==> src/rtl/led_sequencer_if.sv <==
// Control and LED/status signal bundle for led_sequencer.
// The design side uses the slave modport; whatever drives run/mode uses master.
interface led_sequencer_if #(
    parameter int NUM_LEDS = 4
) ();
    logic                run;
    logic [1:0]          mode;
    logic [NUM_LEDS-1:0] led_g;
    logic [NUM_LEDS-1:0] led_r;
    logic                step_tick;
    logic [1:0]          mode_active;

    modport master (
        output run,
        output mode,
        input  led_g,
        input  led_r,
        input  step_tick,
        input  mode_active
    );

    modport slave (
        input  run,
        input  mode,
        output led_g,
        output led_r,
        output step_tick,
        output mode_active
    );
endinterface

==> src/rtl/led_sequencer.sv <==
// Bi-colour LED sequencer: binary count, bouncing scanner, PWM breathe and off modes, stepped by a prescaler.
// Breathe mode exists only when LED_SEQUENCER_BREATHE_EN is defined; otherwise mode 2 keeps the LEDs dark.
module led_sequencer #(
    parameter int NUM_LEDS    = 4,
    parameter int STEP_CYCLES = 25000000,
    parameter int DUTY_INC    = 8
) (
    input  logic           clk,
    input  logic           rst,
    led_sequencer_if.slave bus
);

    typedef enum logic [1:0] {
        MODE_COUNT   = 2'd0,
        MODE_SCAN    = 2'd1,
        MODE_BREATHE = 2'd2,
        MODE_OFF     = 2'd3
    } mode_e;

    localparam int PRE_W = (STEP_CYCLES > 1) ? $clog2(STEP_CYCLES) : 1;
    localparam int POS_W = (NUM_LEDS > 1) ? $clog2(NUM_LEDS) : 1;
    localparam int CNT_W = NUM_LEDS + 1;
    localparam logic [PRE_W-1:0] PRE_LAST = PRE_W'(STEP_CYCLES - 1);
    localparam logic [POS_W-1:0] POS_LAST = POS_W'(NUM_LEDS - 1);

    if (NUM_LEDS < 1 || NUM_LEDS > 16 || STEP_CYCLES < 2 || DUTY_INC < 1 || DUTY_INC > 128) begin : gBadParams
        $error("led_sequencer: parameter out of legal range");
    end

    mode_e               modeActive_q, modeActive_d;
    logic [PRE_W-1:0]    prescaler_q, prescaler_d;
    logic                stepTick_q, stepTick_d;
    logic [CNT_W-1:0]    cnt_q, cnt_d;
    logic [POS_W-1:0]    pos_q, pos_d;
    logic                dirDown_q, dirDown_d;
    logic [NUM_LEDS-1:0] ledG_q, ledG_d;
    logic [NUM_LEDS-1:0] ledR_q, ledR_d;
    logic [NUM_LEDS-1:0] scanOneHot;
`ifdef LED_SEQUENCER_BREATHE_EN
    logic [7:0]          pwm_q, pwm_d;
    logic [7:0]          level_q, level_d;
    logic [8:0]          levelSum;
`endif

    always_comb begin
        modeActive_d = modeActive_q;
        prescaler_d  = prescaler_q;
        stepTick_d   = 1'b0;
        cnt_d        = cnt_q;
        pos_d        = pos_q;
        dirDown_d    = dirDown_q;
        ledG_d       = '0;
        ledR_d       = '0;
        scanOneHot   = NUM_LEDS'(1) << pos_q;
`ifdef LED_SEQUENCER_BREATHE_EN
        pwm_d        = pwm_q;
        level_d      = level_q;
        levelSum     = {1'b0, level_q} + 9'(DUTY_INC);
`endif

        case (modeActive_q)
            MODE_COUNT: begin
                if (cnt_q[NUM_LEDS]) begin
                    ledR_d = cnt_q[NUM_LEDS-1:0];
                end else begin
                    ledG_d = cnt_q[NUM_LEDS-1:0];
                end
            end
            MODE_SCAN: begin
                if (dirDown_q) begin
                    ledR_d = scanOneHot;
                end else begin
                    ledG_d = scanOneHot;
                end
            end
`ifdef LED_SEQUENCER_BREATHE_EN
            MODE_BREATHE: ledG_d = {NUM_LEDS{pwm_q < level_q}};
`else
            MODE_BREATHE: ledG_d = '0;
`endif
            default: ;
        endcase

        // A mode change restarts everything from a clean state and swallows any step due this cycle.
        if (bus.mode != modeActive_q) begin
            modeActive_d = mode_e'(bus.mode);
            prescaler_d  = '0;
            cnt_d        = '0;
            pos_d        = '0;
            dirDown_d    = 1'b0;
`ifdef LED_SEQUENCER_BREATHE_EN
            pwm_d        = '0;
            level_d      = '0;
`endif
        end else if (bus.run) begin
`ifdef LED_SEQUENCER_BREATHE_EN
            pwm_d = pwm_q + 8'd1;
`endif
            if (prescaler_q == PRE_LAST) begin
                prescaler_d = '0;
                stepTick_d  = 1'b1;
                case (modeActive_q)
                    MODE_COUNT: cnt_d = cnt_q + CNT_W'(1);
                    MODE_SCAN: begin
                        // dirDown_q names the direction of the move that reached pos_q, so it reverses on leaving an end.
                        if (NUM_LEDS == 1) begin
                            dirDown_d = ~dirDown_q;
                        end else if (!dirDown_q) begin
                            if (pos_q == POS_LAST) begin
                                pos_d     = pos_q - POS_W'(1);
                                dirDown_d = 1'b1;
                            end else begin
                                pos_d = pos_q + POS_W'(1);
                            end
                        end else begin
                            if (pos_q == '0) begin
                                pos_d     = pos_q + POS_W'(1);
                                dirDown_d = 1'b0;
                            end else begin
                                pos_d = pos_q - POS_W'(1);
                            end
                        end
                    end
`ifdef LED_SEQUENCER_BREATHE_EN
                    MODE_BREATHE: begin
                        if (!dirDown_q) begin
                            if (levelSum >= 9'd255) begin
                                level_d   = 8'hFF;
                                dirDown_d = 1'b1;
                            end else begin
                                level_d = levelSum[7:0];
                            end
                        end else begin
                            if (level_q <= 8'(DUTY_INC)) begin
                                level_d   = '0;
                                dirDown_d = 1'b0;
                            end else begin
                                level_d = level_q - 8'(DUTY_INC);
                            end
                        end
                    end
`endif
                    default: ;
                endcase
            end else begin
                prescaler_d = prescaler_q + PRE_W'(1);
            end
        end
    end

    always_ff @(posedge clk) begin
        if (rst) begin
            modeActive_q <= MODE_COUNT;
            prescaler_q  <= '0;
            stepTick_q   <= 1'b0;
            cnt_q        <= '0;
            pos_q        <= '0;
            dirDown_q    <= 1'b0;
            ledG_q       <= '0;
            ledR_q       <= '0;
`ifdef LED_SEQUENCER_BREATHE_EN
            pwm_q        <= '0;
            level_q      <= '0;
`endif
        end else begin
            modeActive_q <= modeActive_d;
            prescaler_q  <= prescaler_d;
            stepTick_q   <= stepTick_d;
            cnt_q        <= cnt_d;
            pos_q        <= pos_d;
            dirDown_q    <= dirDown_d;
            ledG_q       <= ledG_d;
            ledR_q       <= ledR_d;
`ifdef LED_SEQUENCER_BREATHE_EN
            pwm_q        <= pwm_d;
            level_q      <= level_d;
`endif
        end
    end

    assign bus.led_g       = ledG_q;
    assign bus.led_r       = ledR_q;
    assign bus.step_tick   = stepTick_q;
    assign bus.mode_active = modeActive_q;

endmodule
==> src/flat_wrapper.sv <==
// flat-port wrapper written by rule: the top's interface ports become plain ports
module led_sequencer_flat 
#(
    parameter int NUM_LEDS    = 4,
    parameter int STEP_CYCLES = 25000000,
    parameter int DUTY_INC    = 8
)
  (clk, rst, bus_run, bus_mode, bus_led_g, bus_led_r, bus_step_tick, bus_mode_active);
  led_sequencer_if #(.NUM_LEDS(NUM_LEDS)) bus_i ();
  input  logic clk;
  input  logic rst;
  input wire logic [$bits(bus_i.run)-1:0] bus_run;
  input wire logic [$bits(bus_i.mode)-1:0] bus_mode;
  output wire logic [$bits(bus_i.led_g)-1:0] bus_led_g;
  output wire logic [$bits(bus_i.led_r)-1:0] bus_led_r;
  output wire logic [$bits(bus_i.step_tick)-1:0] bus_step_tick;
  output wire logic [$bits(bus_i.mode_active)-1:0] bus_mode_active;
  assign bus_i.run = bus_run;
  assign bus_i.mode = bus_mode;
  assign bus_led_g = bus_i.led_g;
  assign bus_led_r = bus_i.led_r;
  assign bus_step_tick = bus_i.step_tick;
  assign bus_mode_active = bus_i.mode_active;
  led_sequencer #(.NUM_LEDS(NUM_LEDS), .STEP_CYCLES(STEP_CYCLES), .DUTY_INC(DUTY_INC)) u_core (.clk(clk), .rst(rst), .bus(bus_i));
endmodule
==> config.mk <==
export PLATFORM = sky130hd
export DESIGN_NAME = led_sequencer_flat
export DESIGN_NICKNAME = d
export VERILOG_FILES = /design/src/rtl/led_sequencer_if.sv /design/src/rtl/led_sequencer.sv /design/src/flat_wrapper.sv
export SDC_FILE = /design/constraint.sdc
export NUM_CORES = 1
export LEC_CHECK = 0
export ABC_AREA = 1
export BUFFER_PORTS_ARGS = -buffer_cell sky130_fd_sc_hd__buf_2
export CAP_MARGIN = 20
export CORE_MARGIN = 5
export CORE_UTILIZATION = 50
export DETAILED_ROUTE_END_ITERATION = 10
export GPL_TIMING_DRIVEN = 0
export PLACE_DENSITY_LB_ADDON = 0.2
export RECOVER_POWER = 50
export REMOVE_ABC_BUFFERS = 1
export SLEW_MARGIN = 20
export SYNTH_ARGS = -nofsm -noshare
export SYNTH_HDL_FRONTEND = slang
export SYNTH_SLANG_ARGS = --single-unit
==> constraint.sdc <==
create_clock -name clk -period 2.7 [get_ports clk]
set_input_delay 0.135 -clock clk [delete_from_list [all_inputs] [get_ports clk]]
set_output_delay 0.135 -clock clk [all_outputs]
set_load 0.05 [all_outputs]
==> results of run 1 <==
## worst max path at each step
stage,start,slack (ns),endpoint,cells after the start
5_1_grt,u_core.prescaler_q[0]$_SDFFE_PP0P_,0.48,u_core.prescaler_q[18]$_SDFFE_PP0P_,8
2_1_floorplan,u_core.bus.mode_active[1]$_SDFFE_PP0P_,0.85,u_core.prescaler_q[1]$_SDFFE_PP0P_,8
6_report,u_core.prescaler_q[0]$_SDFFE_PP0P_,0.63,u_core.prescaler_q[18]$_SDFFE_PP0P_,8
4_1_cts,u_core.prescaler_q[0]$_SDFFE_PP0P_,0.71,u_core.prescaler_q[12]$_SDFFE_PP0P_,8
3_5_place_dp,u_core.prescaler_q[0]$_SDFFE_PP0P_,0.72,u_core.prescaler_q[12]$_SDFFE_PP0P_,8
3_3_place_gp,u_core.prescaler_q[0]$_SDFFE_PP0P_,0.73,u_core.prescaler_q[18]$_SDFFE_PP0P_,8
## final cells by class
| type | instances | area share |
|---|---|---|
| Multi-Input combinational cell | 263 | 0.489 |
| Inverter | 46 | 0.0691 |
| Clock buffer | 6 | 0.0331 |
| Tap cell | 52 | 0.0261 |
| Clock inverter | 2 | 0.00601 |
| Sequential cell | 44 | 0.353 |
| Timing Repair Buffer | 15 | 0.0240 |
## kinds of logic after synthesis
family / after synthesis / share of synthesized area
and+or+nand+nor: 228 / 0.431
buffers and inverters: 50 / 0.0881
DFF: 44 / 0.380
AOI/OAI and AO/OA: 28 / 0.0713
xor gates and xnor gates: 5 / 0.0189
adders and majority gates: 2 / 0.0108
## cells in the mapped netlist, types with 2 or more instances
master and number:
nand3_1 21, nand2_2 4, inv_2 2, a21oi_1 14
xor2_1 4, nand3b_1 2, dfxtp_1 44, nor2_1 86
and3_1 2, nor3_1 7, inv_1 44, o21ai_0 5
ha_1 2, nand3_2 2, buf_6 2, nor2_2 7
nor2_4 5, a22oi_1 4, nand2_1 87, a21oi_2 2
nand4_1 4
## worst min-delay path: cells and delay by family
family / cells / cell delay (ns)
buf+inv: 2 / 0.15
simple gates: 1 / 0.03
## power breakdown
part | internal (W) | total (W) | switching (W) | leakage (nW)
Sequential | 0.000651 | 0.000654 | 0.00000275 | 0.355
Combinational | 0.0000126 | 0.0000557 | 0.0000431 | 0.524
Clock | 0.000207 | 0.000433 | 0.000226 | 0.0434
## flip-flops by register name, indices dropped and copies added (netlist names)
name and flops:
u_core.bus.led_r 4, u_core.bus.step_tick 1, u_core.dirDown_q 1, u_core.cnt_q 5
u_core.prescaler_q 25, u_core.bus.mode_active 2, u_core.bus.led_g 4, u_core.pos_q 2
## through the flow
stage / instances / hold slack [ns] / setup slack [ns] / util / cell area (um^2)
floorplan: 353 / 0.204 / 0.851 / - / 2280
global placement: 420 / 0.363 / 0.735 / 0.549 / 2420
detailed placement: 420 / 0.370 / 0.716 / 0.549 / 2420
CTS: 428 / 0.0457 / 0.712 / 0.571 / 2520
global route: 428 / 0.0386 / 0.483 / 0.566 / 2500
finish: 428 / 0.0547 / 0.634 / 0.566 / 2500
## metal layers
| metal | GRT usage | wire, um | vias up |
|---|---|---|---|
| met3 | 0.0378 | 280 | 5 |
| met2 | 0.250 | 2100 | 54 |
| li1 | - | - | 1146 |
| met1 | 0.226 | 2340 | 914 |
| met4 | 0.0574 | 61 | 0 |
| met5 | 0 | 0 | - |
==> flow_summary_export.csv, run 1 <==
group,metric,value,unit
clock_network,cts-resized-gates,0,
global_route,globalRouteTotalUtil,0.164,
timing,min_period,2.07,ns
logic_synthesis,yosysSeqAreaShare,0.380,
timing,rsz0062_at_grt,"no",
status,outcome,"finished clean",
global_route,grt_pass1_vias,1864,
critical_path,crit_top_cell,"nor2_1",
floorplan,placementRows,24,
timing,max_freq,484,MHz
place,hpwl,3640,um
logic_synthesis,yosysTopAreaCellShare,0.380,
final_layout,diodes,0,
floorplan,fp.dieW,78.1,um
hold_path,hold_path_class,"input port to flop",
final_layout,seq_area,881,um^2
hold_path,whs_path_depth,3,
logic_synthesis,yosys.area.top_type,"dfxtp_1",
clock_network,ctsHtreeMaxLevel,2,
critical_path,rr_worst_depth,8,
critical_path,path_cells,"ha_1 > nand3_1 > nor2_1 > nand3_2 > nor2_4 > nor2_2 > inv_1 > nor2_1",
critical_path,ff2ff_setup_slack,0.63,ns
critical_path,crit_type,"flop to flop",
power_and_ir_drop,total_power,0.00114,W
timing,tns,0,ns
logic_synthesis,synth_edf_count,0,
logic_synthesis,yosysUniqueCellTypes,28,
critical_path,reg2reg_from,"u_core.prescaler_q[0]$_SDFFE_PP0P_",
clock_network,cts_tree,"done",
critical_path,crit_family,"simple AND/OR/NAND/NOR gates",
power_and_ir_drop,power_density,457,mW/mm^2
floorplan,initial_utilization,0.525,
drt,drt-pass1-iter-count,4,
floorplan,dieHeight,78.1,um
floorplan,core,0.00441,mm^2
clock_network,cts.path.max_buffers,2,
place,port_buffers,15,
drt,wl_per_cell,11.2,um
logic_synthesis,syn_area,0.00232,mm^2
critical_path,cp-start-kind,"flop",
drt,wl,4780,um
final_layout,fill_cells,450,
global_route,antenna_found_initial,0,
hold_path,holdPathEnd,"u_core.bus.mode_active[0]$_SDFFE_PP0P_",
critical_path,critical-path-max-stage-delay,0.37,ns
critical_path,cp_num_buf_inv,1,
critical_path,end_kind,"flop",
drt,ant_nets,0,
final_layout,layout_common_cells,"nor2_1, nand2_1, inv_1, dfxtp_1, nand3_1",
timing,tightest_slew,0.601,ns
logic_synthesis,syn_area_per_cell,6.49,um^2
logic_synthesis,yosys_warnings,0,
clock_network,cts.hold.buffers_added,0,
global_route,overflow,0,
floorplan,die_area,0.00609,mm^2
clock_network,clkSinkCount,44,
global_route,grt_max_degree,15,
job,maxCapViolations,0,
clock_network,path_clk_slew,0.08,ns
final_layout,drive_gt1_frac,0.0878,
critical_path,path_max_fanout,12,
clock_network,clk_latency,0.29,ns
final_layout,final_common_cell,"nor2_1",
floorplan,pin_count,16,
drt,vias,2119,
logic_synthesis,ys_ff_latch,44,
drt,drcViolationCount,0,
critical_path,arrival,2.24,ns
logic_synthesis,syn_inst,357,
power_and_ir_drop,p_leak,0.922,nW
timing,hold_viol,0,
place,gp_congestion,0.871,
drt,via_per_inst,4.95,
logic_synthesis,ys_async_sr_fraction,0,
final_layout,nets,382,
timing,finalClockSkew,0.00391,ns
final_layout,syn2layout_area_growth,7.83,%
clock_network,cts-root-buf,"clkbuf_8",
timing,max-slew-margin-rel,0.601,
critical_path,slowest_stage,"dfxtp_1",
power_and_ir_drop,ir_worst_vdd,0.000247,V
logic_synthesis,synth_area_leaders,"dfxtp_1, nand2_1, nor2_1",
timing,report.final.slew_viol_count,0,
drt,drt_iter0_drc,164,
final_layout,multi_input_area,0.00122,mm^2
global_route,grt_pass1_wl,8250,um
timing,setup_viol,0,
critical_path,regToRegEndpoint,"u_core.prescaler_q[18]$_SDFFE_PP0P_",
logic_synthesis,synthFlopType,"dfxtp_1",
clock_network,cts_setup_buffers,0,
clock_network,numCtsBuffers,5,
critical_path,worstPathRequired,2.88,ns
timing,final.period_utilization,0.765,
hold_path,hp-start,"bus_mode[0]",
(Power assumes the default switching activity.)
==> run 2, diff against run 1 <==
Clock period 2.7 ns to 1.8 ns, I/O delays scaled along.
==> run 2 against run 1 <==
Compared with the run above:
- critical path depth is 2 higher
- first-iteration DRC count decreased by 6.7%
- register-to-register slack worse by 0.49 ns
- critical endpoint is now u_core.cnt_q[1]$_SDFFE_PP0P_
==> flow_summary_export.csv, run 2 (synthesized netlist as in run 1, its figures left out) <==
group,metric,value,unit
floorplan,core,0.00441,mm^2
global_route,grt_pass1_wl,8220,um
drt,wl_per_cell,11.1,um
critical_path,worstPathRequired,2.04,ns
critical_path,crit_top_cell,"nand2_1",
power_and_ir_drop,ir_worst_vdd,0.000369,V
floorplan,die_area,0.00609,mm^2
final_layout,fin_area,0.00252,mm^2
final_layout,layout_common_cells,"nand2_1, nor2_1, dfxtp_1, inv_1, nand3_1",
status,outcome,"finished clean",
critical_path,path_cells,"ha_1 > nand3_1 > nor2_2 > nand3_2 > nor2_4 > buf_4 > nand2_2 > nand2_1 > nand2_1 > nor2_1",
place,port_buffers,15,
timing,rsz0062_at_grt,"no",
power_and_ir_drop,power_switching,0.000406,W
final_layout,largest_reg_flops,25,
power_and_ir_drop,intPower,0.00131,W
global_route,grt_pass1_vias,1858,
timing,setup_viol,0,
timing,finalClockSkew,0.00504,ns
place,hpwl,3640,um
clock_network,ctsHtreeMaxLevel,2,
final_layout,syn2layout_area_growth,8.86,%
critical_path,arrival,1.90,ns
timing,max_freq,604,MHz
drt,via_per_inst,4.91,
timing,final.period_utilization,0.920,
drt,drt_iter0_drc,153,
clock_network,clk_latency,0.29,ns
final_layout,nets,384,
timing,tns,0,ns
clock_network,clkSinkCount,44,
place,gp_congestion,0.871,
floorplan,pin_count,16,
timing,hold_viol,0,
floorplan,initial_utilization,0.525,
critical_path,slowest_stage,"dfxtp_1",
final_layout,diodes,0,
critical_path,cp_num_buf_inv,1,
clock_network,cts_tree,"done",
power_and_ir_drop,p_comb_frac,0.050,
place,dpl.cell_count,420,
final_layout,stdcell_count,430,
critical_path,crit_family,"simple AND/OR/NAND/NOR gates",
clock_network,path_clk_slew,0.08,ns
power_and_ir_drop,power_density,680,mW/mm^2
hold_path,whs_path_depth,3,
timing,hold_slack,0.0298,ns
critical_path,path_max_fanout,10,
floorplan,dieHeight,78.1,um
global_route,overflow,0,
drt,wl,4760,um
floorplan,fp.dieW,78.1,um
power_and_ir_drop,switching_share,0.237,
global_route,globalRouteTotalUtil,0.163,
drt,ant_nets,0,
critical_path,end_kind,"flop",
final_layout,reg.largest.list,"u_core.prescaler_q: 25 flops, u_core.cnt_q: 5 flops",
place,place_area,0.00242,mm^2
power_and_ir_drop,p_clk_frac,0.377,
job,maxCapViolations,0,
clock_network,cts-root-buf,"clkbuf_8",
critical_path,cp-start-kind,"flop",
hold_path,hold_path_class,"input port to flop",
timing,tightest_slew,0.601,ns
drt,vias,2111,
power_and_ir_drop,p_seq_frac,0.572,
global_route,antenna_found_initial,0,
final_layout,largest_register,"u_core.prescaler_q",
final_layout,drive_gt1_frac,0.0926,
clock_network,cts.path.max_buffers,2,
floorplan,placementRows,24,
drt,drcViolationCount,0,
global_route,grt_max_degree,15,
critical_path,rr_worst_depth,10,
timing,report.final.slew_viol_count,0,
drt,drt-pass1-iter-count,5,
timing,max-slew-margin-rel,0.601,
critical_path,crit_type,"flop to flop",
clock_network,numCtsBuffers,5,
power_and_ir_drop,p_leak,0.930,nW
critical_path,path_depth,10,
timing,min_period,1.66,ns
critical_path,critical-path-max-stage-delay,0.37,ns
critical_path,ff2ff_setup_slack,0.14,ns
run 2: cell types whose count changed in the layout (fill, tap and decap cells not counted):
cell / delta
buf_2: -1
buf_4: +1
clkbuf_1: +1
dlygate4sd3_1: +1
inv_1: -1
inv_2: +1
nor2_1: -1
nor2_4: +1
run 2: power by group through the flow:
stage                     Clock (W)  Sequential, W  Combinational [W]
after floorplan                   0        0.00102          0.0000481
after global placement            0        0.00100          0.0000851
after detailed placement          0        0.00100          0.0000862
after CTS                  0.000675       0.000981          0.0000878
after global routing       0.000728       0.000983          0.0000958
final                      0.000647       0.000981          0.0000864
run 2: final cells by class:
type / count / area, um^2
tap: 52 / 65.1
clock inverter: 2 / 15.0
timing repair buffer: 17 / 76.3
inverter: 46 / 173
clock buffer: 6 / 82.6
sequential: 44 / 881
multi-input combinational: 263 / 1230
fill: 453 / 1890
run 2: through the flow:
stage	worst slack [ns]	util	total power [W]
finish	0.143	0.571	0.00171
global route	0.00799	0.571	0.00181
CTS	0.148	0.574	0.00174
detailed placement	-0.184	0.549	0.00109
global placement	-0.165	0.549	0.00109
floorplan	-0.0487	-	0.00106
run 2: final timing paths:
kind,start,end
hold reg to reg,u_core.prescaler_q[0]$_SDFFE_PP0P_,u_core.prescaler_q[0]$_SDFFE_PP0P_
hold / removal,bus_mode[1],u_core.bus.mode_active[1]$_SDFFE_PP0P_
setup / recovery,u_core.prescaler_q[0]$_SDFFE_PP0P_,u_core.cnt_q[1]$_SDFFE_PP0P_
setup reg to reg,u_core.prescaler_q[0]$_SDFFE_PP0P_,u_core.cnt_q[1]$_SDFFE_PP0P_
run 2: repair_timing:
item | in CTS | in global routing
hold buffers | 0 | 1
buffers inserted | 1 | 0
setup endpoints to repair | 8 | 0
hold endpoints to repair | 0 | 1
resized for setup | 2 | 0
run 2: per-layer routing:
layer  up-vias  global-route usage  share of wire
met1       911               0.228           0.49
met4         0              0.0574          0.013
met2        43               0.246           0.44
met3         5              0.0378          0.057
met5         -                   0              0
li1       1152                   -              -
run 2: tightest hold or removal path, delay by kind of cell:
kind,cells,cell delay (ns)
simple gates,1,0.07
buf+inv,2,0.13
